===== config.mk =====
export PLATFORM = sky130hd
export DESIGN_NAME = spi_ram_burst
export DESIGN_NICKNAME = d
export VERILOG_FILES = /design/src/rtl/spi_ram_pkg.sv /design/src/rtl/spi_ram_burst_mem.sv /design/src/rtl/spi_ram_burst.sv
export SDC_FILE = /design/constraint.sdc
export NUM_CORES = 2
export LEC_CHECK = 0
export ABC_AREA = 1
export CAP_MARGIN = 5
export CORE_MARGIN = 10
export CORE_UTILIZATION = 46
export CTS_CLUSTER_DIAMETER = 150
export CTS_CLUSTER_SIZE = 12
export DETAILED_ROUTE_END_ITERATION = 8
export GPL_TIMING_DRIVEN = 0
export SYNTH_ARGS = -nofsm -noshare
export SYNTH_HDL_FRONTEND = slang
export SYNTH_HIERARCHICAL = 1
export SYNTH_SLANG_ARGS = --single-unit

===== constraint.sdc =====
create_clock -name clk -period 7.1 [get_ports clk]
set_clock_uncertainty 0.05 [all_clocks]
set_input_delay 1.42 -clock clk [delete_from_list [all_inputs] [get_ports clk]]
set_output_delay 1.42 -clock clk [all_outputs]
set_load 0.01 [all_outputs]

===== src/rtl/spi_ram_pkg.sv =====
// Shared command codes and read-FSM encoding for the SPI burst RAM.
package spi_ram_pkg;

    localparam logic [1:0] CMD_SET_WR = 2'b00;
    localparam logic [1:0] CMD_WRITE  = 2'b01;
    localparam logic [1:0] CMD_SET_RD = 2'b10;
    localparam logic [1:0] CMD_READ   = 2'b11;

    typedef enum logic {
        IDLE = 1'b0,
        RESP = 1'b1
    } rd_state_e;

endpackage


===== src/rtl/spi_ram_burst_mem.sv =====
// Storage array for spi_ram_burst: one write port, one synchronous read port
// whose output register holds its value until the next read.
module spi_ram_mem #(
    parameter int   MEM_DEPTH = 256,
    parameter int   WORD_W    = 8,
    localparam int  ADDR_W    = $clog2(MEM_DEPTH)
) (
    input  logic              clk,
    input  logic              rst,
    input  logic              wr_en,
    input  logic [ADDR_W-1:0] wr_addr,
    input  logic [WORD_W-1:0] wr_data,
    input  logic              rd_en,
    input  logic [ADDR_W-1:0] rd_addr,
    output logic [WORD_W-1:0] rd_data
);

    logic [WORD_W-1:0] mem_q [MEM_DEPTH];
    logic [WORD_W-1:0] rd_data_d;
    logic [WORD_W-1:0] rd_data_q;

    // NOTE: the array has no reset branch so it maps onto RAM macros; contents survive rst.
    always_ff @(posedge clk) begin
        if (wr_en) begin
            mem_q[wr_addr] <= wr_data;
        end
    end

    // NOTE: the hold path is written out explicitly so the register never turns into a latch.
    always_comb begin
        rd_data_d = rd_data_q;
        if (rd_en) begin
            rd_data_d = mem_q[rd_addr];
        end
    end

    // NOTE: sequential state uses non-blocking assignments only, so all flops update together.
    always_ff @(posedge clk) begin
        if (rst) begin
            rd_data_q <= '0;
        end else begin
            rd_data_q <= rd_data_d;
        end
    end

    assign rd_data = rd_data_q;

endmodule


===== src/rtl/spi_ram_burst.sv =====
// SPI-slave-side RAM with auto-incrementing write/read pointers and a registered read path.
// Define SPI_RAM_PARITY_EN to store an even-parity bit per word and flag mismatches on read.
module spi_ram_burst
    import spi_ram_pkg::*;
#(
    parameter int   MEM_DEPTH = 256,
    parameter int   DATA_W    = 8,
    localparam int  ADDR_W    = $clog2(MEM_DEPTH)
) (
    input  logic              clk,
    input  logic              rst,
    input  logic [DATA_W+1:0] din,
    input  logic              rx_valid,
    output logic [DATA_W-1:0] dout,
    output logic              tx_valid,
    output logic [ADDR_W-1:0] wr_ptr,
    output logic [ADDR_W-1:0] rd_ptr,
    output logic              parity_err
);

`ifdef SPI_RAM_PARITY_EN
    localparam int WORD_W = DATA_W + 1;
`else
    localparam int WORD_W = DATA_W;
`endif

    localparam logic [ADDR_W:0]   DEPTH_EXT = (ADDR_W+1)'(MEM_DEPTH);
    localparam logic [ADDR_W-1:0] LAST_ADDR = ADDR_W'(MEM_DEPTH - 1);

    logic [1:0]        cmd;
    logic [DATA_W-1:0] payload;
    logic [ADDR_W-1:0] wr_ptr_d, wr_ptr_q;
    logic [ADDR_W-1:0] rd_ptr_d, rd_ptr_q;
    rd_state_e         state_d, state_q;
    logic              mem_wr_en;
    logic              mem_rd_en;
    logic [WORD_W-1:0] wr_word;
    logic [WORD_W-1:0] rd_word;

    assign cmd     = din[DATA_W+1:DATA_W];
    assign payload = din[DATA_W-1:0];

    // Out-of-range pointer loads fold back by one depth rather than saturating.
    function automatic logic [ADDR_W-1:0] fold(input logic [ADDR_W-1:0] a);
        if ({1'b0, a} < DEPTH_EXT) begin
            return a;
        end
        return a - ADDR_W'(MEM_DEPTH);
    endfunction

    function automatic logic [ADDR_W-1:0] incr(input logic [ADDR_W-1:0] p);
        return (p == LAST_ADDR) ? '0 : p + 1'b1;
    endfunction

    always_comb begin
        wr_ptr_d  = wr_ptr_q;
        rd_ptr_d  = rd_ptr_q;
        mem_wr_en = 1'b0;
        mem_rd_en = 1'b0;
        if (rx_valid) begin
            unique case (cmd)
                CMD_SET_WR: wr_ptr_d = fold(din[ADDR_W-1:0]);
                CMD_WRITE: begin
                    mem_wr_en = 1'b1;
                    wr_ptr_d  = incr(wr_ptr_q);
                end
                CMD_SET_RD: rd_ptr_d = fold(din[ADDR_W-1:0]);
                CMD_READ: begin
                    mem_rd_en = 1'b1;
                    rd_ptr_d  = incr(rd_ptr_q);
                end
                default: ;
            endcase
        end
    end

    always_comb begin
        state_d = IDLE;
        unique case (state_q)
            IDLE:    state_d = mem_rd_en ? RESP : IDLE;
            RESP:    state_d = mem_rd_en ? RESP : IDLE;
            default: state_d = IDLE;
        endcase
    end

    always_ff @(posedge clk) begin
        if (rst) begin
            state_q  <= IDLE;
            wr_ptr_q <= '0;
            rd_ptr_q <= '0;
        end else begin
            state_q  <= state_d;
            wr_ptr_q <= wr_ptr_d;
            rd_ptr_q <= rd_ptr_d;
        end
    end

`ifdef SPI_RAM_PARITY_EN
    // Even parity: the stored word including its parity bit always XORs to zero.
    assign wr_word    = {^payload, payload};
    assign parity_err = (state_q == RESP) && (^rd_word);
`else
    assign wr_word    = payload;
    assign parity_err = 1'b0;
`endif

    spi_ram_mem #(
        .MEM_DEPTH (MEM_DEPTH),
        .WORD_W    (WORD_W)
    ) u_mem (
        .clk     (clk),
        .rst     (rst),
        .wr_en   (mem_wr_en),
        .wr_addr (wr_ptr_q),
        .wr_data (wr_word),
        .rd_en   (mem_rd_en),
        .rd_addr (rd_ptr_q),
        .rd_data (rd_word)
    );

    assign dout     = rd_word[DATA_W-1:0];
    assign tx_valid = (state_q == RESP);
    assign wr_ptr   = wr_ptr_q;
    assign rd_ptr   = rd_ptr_q;

endmodule


==> qor.yml <==
finish:
  n_fill_cell: 15970
  layout_commonest_cell: "nand2_1"
  fin_nets: 7464
  area_delta_synth_final_pct: 10.79
  instances_no_fill: 9975
  layout_common_cells: "2159 x nand2_1, 2048 x edfxtp_1, 2034 x nand3_1"
  utilization: 0.5124
  drive_above_1_share: 0.08170
worst_setup_path:
  crit_top_cell: "nor2_1"
  crit_chain: "clkdlybuf4s50_1, inv_2, buf_2, nor2_1, clkbuf_1, nand2_1, clkbuf_2, nor2_1"
  slowest_stage: "nor2_1"
  path_class: "in2reg"
  max_stage_delay_ps: 1210
  arrival_ps: 5530
  worst_setup_path_start_kind: "input pin"
  cp-end-kind: "register"
  crit_fanout: 10
  critPathRequiredTime_ps: 7510
synth:
  ys_seq_area_frac: 0.7329
  synthCells: 7203
  netlist_area_um2: 84590
  ys_top_cells_by_area: "edfxtp_1 73%, nand3_1 12%, nand2_1 9.6%"
  synth_area_leader_cell: "edfxtp_1"
  synth_area_per_cell_um2: 11.74
  synth_top_area_frac: 0.7270
  ys_seq_elements: 2073
  synth_edf_count: 2048
  synth_top_flop_cell: "edfxtp_1"
  yosys_warnings: 6
  synth_fp_nets: 7218
  ys_async_sr_fraction: 0
  synthDistinctLibCells: 30
route:
  via_count: 62930
  drt_wl_total_um: 343800
  ant_nets: 0
  drtIter0Drc: 10890
  drcViolationCount: 0
  drt_pass1_iterations: 6
  vias_per_cell: 6.309
  routedWlPerCell_um: 34.46
timing:
  rsz0062_at_grt: "no"
  period_share: 0.7212
  setup_slack_ps: 1979
  final_max_slew_viol_count: 11
  tightest_slew_ps: 1556
  fmax_mhz: 195.3
  finalHoldViolations: 0
  timing.hold.ws_ps: 504.6
  max-slew-margin-rel: -0.03752
  post-route-min-period_ps: 5121
  setup_viol: 0
global_routing:
  grt_max_degree: 137
  grt_util_met1: 0.4470
  grt.total_usage: 0.3284
  antenna_found_initial: 15
  overflow: 0
  grt_pass1_wl_um: 461600
  grt_pass1_vias: 56480
  top_usage_layer: "met2"
  grt_util_met3: 0.09065
  use_met2: 0.4822
clock_tree:
  ctsResizeCount: 0
  ctsHoldBuffers: 0
  clock-sinks: 2073
  cts_max_path_buffers: 3
  clk_latency_ps: 860
  cts_tree: "built"
  htree_levels: 4
  cts_buffers: 190
  clockRootBuffer: "clkbuf_16"
  clkTransAtPathRegs_ps: 60
  post_cts_buffers: 0
die:
  core_area_um2: 182900
  die-area_um2: 201500
  die_w_um: 448.8
  initial_core_util: 0.4626
  die_h_um: 448.8
  io_pins: 39
  row_count: 157
power:
  power.total_mw: 25.27
  pwr_density_cell_nw_per_um2: 269.6
  vdd_drop_max_uv: 272.6
  p_leak_nw: 32.36
place:
  portBuffers: 37
  globalplace.congestion: 0.9907
  place_ws_ps: 1340
  placed_cells: 9720
  place_hpwl_um: 235100
run:
  maxCapViolCount: 2
outcome:
  violations: "max-capacitance violations, max-slew violations"
  status: "complete, but fails checks"
hold_path:
  hp-class: "reg2reg"
[worst max-delay path, delay by kind of cell]
kind	cells	cell delay (ps)
buffers and inverters	5	2050
and+or+nand+nor	3	2020
[per-stage QoR]
stage | instance area (µm²) | TNS, ps
final | 93720 | 0
after detailed placement | 88540 | 0
after global placement | 88050 | -8570950
after floorplan | 84590 | 0
after CTS | 93680 | 0
after global routing | 93700 | 0
[synthesized netlist by cell type (2+ instances only)]
cell type  instances
nor2_4             2
o21ai_0           19
clkinv_1           2
nor2_1           310
nand4_1            2
a21oi_1           21
buf_1             37
nand2_2            3
buf_8              2
a31oi_1            2
nand3_1         2034
inv_2              4
clkbuf_1         106
buf_6              9
nor3_1             8
ha_1               2
buf_4             48
buf_2            289
edfxtp_1        2048
inv_1             59
a21oi_2            4
dfxtp_1           25
nand2_1         2159
nand3_2            2
[final timing paths]
kind,slack (ps),end,cells past startpoint,from
setup reg to reg,2490,u_mem/rd_data[4],14,rd_ptr[1]
hold reg to reg,500,u_mem/rd_data[0],4,u_mem/rd_data[0]
hold / removal,500,u_mem/rd_data[0],4,u_mem/rd_data[0]
setup / recovery,1980,u_mem/mem_q[101][7],8,din[8]
[per-layer routing]
metal | routed length (µm) | share of wire
met3 | 47220 | 0.14
met4 | 20640 | 0.060
met1 | 128200 | 0.37
met5 | 97 | 0.00028
met2 | 147700 | 0.43
[layout make-up]
class,count,area [µm²],area share
tap,2464,3083,0.03290
inverter,66,250.2,0.002670
multi-input combinational,4573,19870,0.2120
buffer,491,2497,0.02665
clock inverter,12,165.2,0.001762
timing repair buffer,54,849.6,0.009065
sequential,2073,62000,0.6616
clock buffer,234,4984,0.05318
antenna,8,20.02,0.0002136
[report_power, final]
group	internal, mW	leakage, nW	switching (mW)
Sequential	13.5	18.6	0.0277
Combinational	0.518	11.3	1.97
Clock	4.88	2.51	4.42
[logic make-up (layout without fill, tap and decap cells)]
group | count (synthesis) | in the layout | synth area share
adders and majority gates | 2 | 2 | 0.0002958
AOI/OAI and AO/OA | 47 | 47 | 0.003017
buffers and inverters | 557 | 857 | 0.03221
and+or+nand+nor | 4521 | 4521 | 0.2313
other | 1 | 9 | 0.00004433
xor gates and xnor gates | 2 | 2 | 0.0002071
DFF | 2073 | 2073 | 0.7329
[flip-flops by register name, summed over array words and instances, names as in the netlist]
signal and count:
rd_ptr 8, u_mem/rd_data 8, wr_ptr 8, u_mem/mem_q 2048
tx_valid 1
No activity file was read; power rests on OpenSTA's default activity.
